File: src/rtl/spi_ram_pkg.sv
// rtl/spi_ram_pkg.sv - shared opcode type and widths for the SPI slave RAM core
package spi_ram_pkg;

    localparam int DATA_W = 8;
    localparam int CMD_W  = 2;

    typedef enum logic [CMD_W-1:0] {
        CMD_WR_ADDR = 2'b00,
        CMD_WR_DATA = 2'b01,
        CMD_RD_ADDR = 2'b10,
        CMD_RD_DATA = 2'b11
    } spi_cmd_e;

endpackage

File: src/rtl/spi_ram_core.sv
// rtl/spi_ram_core.sv - SPI slave RAM core; define SPI_RAM_AUTOINC_EN for address auto-increment
module spi_ram_core #(
    parameter int MEM_DEPTH = 256,
    parameter int ADDR_SIZE = 8
) (
    input  logic                 clk,
    input  logic                 rst_n,
    input  logic [ADDR_SIZE+1:0] din,
    input  logic                 rx_valid,
    output logic [7:0]           dout,
    output logic                 tx_valid
);
    import spi_ram_pkg::*;

    // Bits needed to index the array; addresses beyond it are caught by the range checks.
    localparam int IDX_W = (MEM_DEPTH > 1) ? $clog2(MEM_DEPTH) : 1;

    // Left unreset on purpose so contents survive rst_n and can be preloaded hierarchically.
    logic [DATA_W-1:0]    memory [MEM_DEPTH];

    logic [ADDR_SIZE-1:0] wr_addr;
    logic [ADDR_SIZE-1:0] rd_addr;

    spi_cmd_e             cmd;
    logic [ADDR_SIZE-1:0] payload;
    logic [DATA_W-1:0]    data_byte;
    logic                 wr_in_range;
    logic                 rd_in_range;
    logic [DATA_W-1:0]    rd_word;

    assign cmd       = spi_cmd_e'(din[ADDR_SIZE+1:ADDR_SIZE]);
    assign payload   = din[ADDR_SIZE-1:0];
    assign data_byte = din[DATA_W-1:0];

    // Only reachable when MEM_DEPTH is below the full 8-bit address space.
    assign wr_in_range = (int'(wr_addr) < MEM_DEPTH);
    assign rd_in_range = (int'(rd_addr) < MEM_DEPTH);

    // Out-of-range reads still answer, with a zero byte.
    assign rd_word = rd_in_range ? memory[rd_addr[IDX_W-1:0]] : '0;

`ifdef SPI_RAM_AUTOINC_EN
    // Step an address by one, wrapping at the top of the array.
    function automatic logic [ADDR_SIZE-1:0] addr_inc(input logic [ADDR_SIZE-1:0] a);
        if (int'(a) == MEM_DEPTH - 1) begin
            return '0;
        end
        return a + 1'b1;
    endfunction
`endif

    // Command decode: address latches, memory write and read-data return share one edge.
    always_ff @(posedge clk or negedge rst_n) begin
        if (!rst_n) begin
            wr_addr  <= '0;
            rd_addr  <= '0;
            dout     <= '0;
            tx_valid <= 1'b0;
        end else if (rx_valid) begin
            // Any accepted command other than RD_DATA retires the previous read.
            tx_valid <= 1'b0;
            unique case (cmd)
                CMD_WR_ADDR: begin
                    wr_addr <= payload;
                end
                CMD_WR_DATA: begin
                    if (wr_in_range) begin
                        memory[wr_addr[IDX_W-1:0]] <= data_byte;
                    end
`ifdef SPI_RAM_AUTOINC_EN
                    wr_addr <= addr_inc(wr_addr);
`endif
                end
                CMD_RD_ADDR: begin
                    rd_addr <= payload;
                end
                CMD_RD_DATA: begin
                    dout     <= rd_word;
                    tx_valid <= 1'b1;
`ifdef SPI_RAM_AUTOINC_EN
                    rd_addr  <= addr_inc(rd_addr);
`endif
                end
            endcase
        end
    end

endmodule

File: config.mk
export PLATFORM = sky130hd
export DESIGN_NAME = spi_ram_core
export DESIGN_NICKNAME = d
export VERILOG_FILES = /design/src/rtl/spi_ram_pkg.sv /design/src/rtl/spi_ram_core.sv
export SDC_FILE = /design/constraint.sdc
export NUM_CORES = 2
export LEC_CHECK = 0
export BUFFER_PORTS_ARGS = -buffer_cell sky130_fd_sc_hd__clkbuf_2
export CAP_MARGIN = 20
export CORE_ASPECT_RATIO = 1.25
export CORE_MARGIN = 5
export CORE_UTILIZATION = 65
export CTS_CLUSTER_DIAMETER = 200
export CTS_CLUSTER_SIZE = 24
export DETAILED_ROUTE_END_ITERATION = 7
export PLACE_DENSITY = 0.87
export SLEW_MARGIN = 40
export SYNTH_ARGS = -nofsm -noshare
export SYNTH_HDL_FRONTEND = slang
export SYNTH_SLANG_ARGS = --single-unit
File: constraint.sdc
create_clock -name clk -period 3.9 [get_ports clk]
set_input_delay 0.585 -clock clk [delete_from_list [all_inputs] [get_ports clk]]
set_output_delay 0.585 -clock clk [all_outputs]
set_load 0.02 [all_outputs]
==> results.cfg <==
[power_and_ir_drop]
p_per_area_nw_per_um2 = 496
ir_worst_vdd_mv = 0.452
total_power_mw = 43.1
p_leak_nw = 27.1

[floorplan]
io_pins = 22
die-height_um = 406
rows = 145
start_util_pct = 65.4
die_width_um = 327
coreArea_um2 = 125000
dieArea_um2 = 133000

[sta]
setup_viol = 0
rsz0062_at_grt = no
slew_headroom_pct = 32.3
drv_slew = 0
layout_worst_path_cycle_share_pct = 92.5
period_minus_slack_ns = 3.61
fmax_mhz = 277
skew_ns = 0.0507
timing.final.ws_setup_ns = 0.291
hold_viol = 0
fin_setup_tns_ns = 0
worstMarginPinSlew_ns = 1.01

[logic_synthesis]
async_flop_share_pct = 1.21
ys_warn_count = 0
synth_enable_flop_cells = 2048
yosysUniqueCellTypes = 74
synth_ff_type = edfxtp_1
synth-seq-cells = 2073
syn_avg_cell_area_um2 = 20.3
yosysSeqAreaShare_pct = 76.0
syn-cell-area_um2 = 81700
synthesis.nets = 4044
syn_inst = 4031

[worst_hold_path]
hold_path_class = primary input to flip-flop

[drt]
ant_nets = 0
routed_wl_mm = 214
vias_per_cell = 7.45
drc = 64
wl_per_cell_um = 37.1
num_vias = 43048
first_pass_iters = 8
drtIter0Drc = 8091

[finish]
final_core_util_pct = 69.5
drive_gt1_share_pct = 19.6
stdcell_count = 5776
fillers = 6769
finalNetCount = 4120
area_delta_synth_final_pct = 6.33

[clock_tree]
cts_buffers = 96
cts_tree = built
cts_max_path_buffers = 3
cts-resized-gates = 0
h-tree-depth = 3
clk-insertion-delay-late_ns = 0.77
clk_pin_slew_ns = 0.10
cts-root-buf = clkbuf_16
clock-sinks = 2073

[grt]
grt-ovfl-total = 0
grt_usage_pct = 32.3
grt_start_max_net_pins = 130
grt_pass1_wl_mm = 307
grt_pass1_vias = 43103
antenna_found_initial = 4

[run_status]
status = complete, but fails checks
violations = design-rule violations

[worst_setup_path]
path_max_fanout = 88
critPathKind = flip-flop to flip-flop
worst_setup_path_start_kind = flip-flop
worstPathRequired_ns = 4.55
cp.arrival_ns = 4.26
end_kind = flip-flop

[place]
dp.cells = 5619
hpwl_mm = 134
portBuffers = 21
pre_cts_ws_ns = 0.540
gp_congestion = 0.996

[run]
cap_violations = 0
-- sequential cells by signal (all words and copies together), names as in the netlist --
name and cells:
dout 8, memory 2048, rd_addr 8, tx_valid 1, wr_addr 8
-- stage by stage --
step	area [um^2]	hold slack, ns
after detailed placement	83900	0.554
after CTS	86500	0.0545
after global placement	83800	0.554
after global routing	86900	0.127
after floorplan	81700	0.289
final	86900	0.0932
-- routing by layer --
| layer | track usage (%) | part of all wire [%] | routed length, um |
|---|---|---|---|
| met5 | 0 | 0.021 | 46 |
| met3 | 8.57 | 13 | 28300 |
| met4 | 21.6 | 8.6 | 18500 |
| met2 | 51.2 | 48 | 103000 |
| met1 | 39.7 | 30 | 64600 |
-- worst max-delay path, stage by stage (launching register included) --
cell,delay (ns)
dfrtp_4,0.70
buf_12,0.48
nand3b_1,0.34
buf_4,0.30
o22ai_1,0.24
a211oi_1,0.12
a221oi_1,0.64
nand4_1,0.41
o311ai_1,0.23
-- synth_stat cells, types with 17 or more instances --
library cell / number / area share [%]
buf_8: 25 / 0.46
buf_6: 44 / 0.61
nand2_1: 112 / 0.51
nand3_1: 30 / 0.18
mux4_2: 285 / 7.9
a21oi_1: 52 / 0.32
nor3_1: 21 / 0.13
mux2i_1: 347 / 4.2
clkbuf_1: 79 / 0.36
o221ai_1: 71 / 0.76
a211oi_1: 44 / 0.40
nor2_1: 276 / 1.3
dfrtp_1: 25 / 0.77
o21ai_0: 39 / 0.24
mux4_1: 57 / 1.8
buf_2: 39 / 0.24
edfxtp_1: 2048 / 75
mux2_2: 81 / 1.1
o22ai_1: 106 / 0.81
buf_4: 18 / 0.17
nor2b_1: 17 / 0.13
-- cell usage in the layout (no fill, tap or decap), types with 6 or more instances in the layout --
cell	instances
nand4_1	16
nand2_2	8
o22a_1	10
nand3_1	26
clkbuf_2	13
nor2b_1	16
diode_2	7
nand2_1	105
a221o_1	7
buf_12	29
mux4_2	285
a22oi_1	13
edfxtp_1	2048
mux4_1	57
a2111oi_0	8
a221oi_1	16
o2111ai_1	8
clkbuf_16	98
a21oi_1	52
nor3_1	20
o22ai_1	106
nor2_2	84
mux2_2	81
dfrtp_1	21
mux2i_1	347
clkbuf_1	41
buf_4	167
a211oi_1	43
o221ai_1	71
and2_1	9
nor2_1	191
o211ai_1	8
o21ai_0	37
clkbuf_8	6
-- area by class of cell --
class / instances / area (um^2) / area share [%]
antenna: 7 / 17.5 / 0.0202
clock buffer: 139 / 2610 / 3.00
clock inverter: 4 / 50.0 / 0.0576
inverter: 6 / 25.0 / 0.0288
multi-input combinational: 1707 / 17900 / 20.6
sequential: 2073 / 62100 / 71.5
tap: 1617 / 2020 / 2.33
timing repair buffer: 223 / 2160 / 2.48
-- cells by family after synthesis --
logic type             share of synthesized area, %
muxes                                          15.1
DFF                                            76.0
buffers and inverters                          2.46
AOI/OAI and AO/OA                              3.82
and+or+nand+nor                                2.66
-- path summary, 6_finish.rpt --
check | cells past startpoint | endpoint | start | slack (ns)
min | 2 | tx_valid | rx_valid | 0.09
max reg2reg | 8 | dout[5] | rd_addr[4] | 0.29
min in group asynchronous | 3 | dout[6] | rst_n | 0.47
max | 8 | dout[5] | rd_addr[4] | 0.29
max in group asynchronous | 3 | rd_addr[4] | rst_n | 3.10
min reg2reg | 2 | dout[0] | dout[0] | 0.58
-- report_power, final --
| group | leakage [nW] | internal (mW) | switching (mW) |
|---|---|---|---|
| Sequential | 18.7 | 24.5 | 0.219 |
| Combinational | 7.15 | 2.64 | 4.50 |
| Clock | 1.28 | 4.67 | 6.53 |
-- repair_timing --
action                                 in CTS  in global routing
endpoints found under the hold margin      25                  0
buffers inserted                            0                  0
hold buffers                                1                  0
Power figures use the tool's default switching activity.
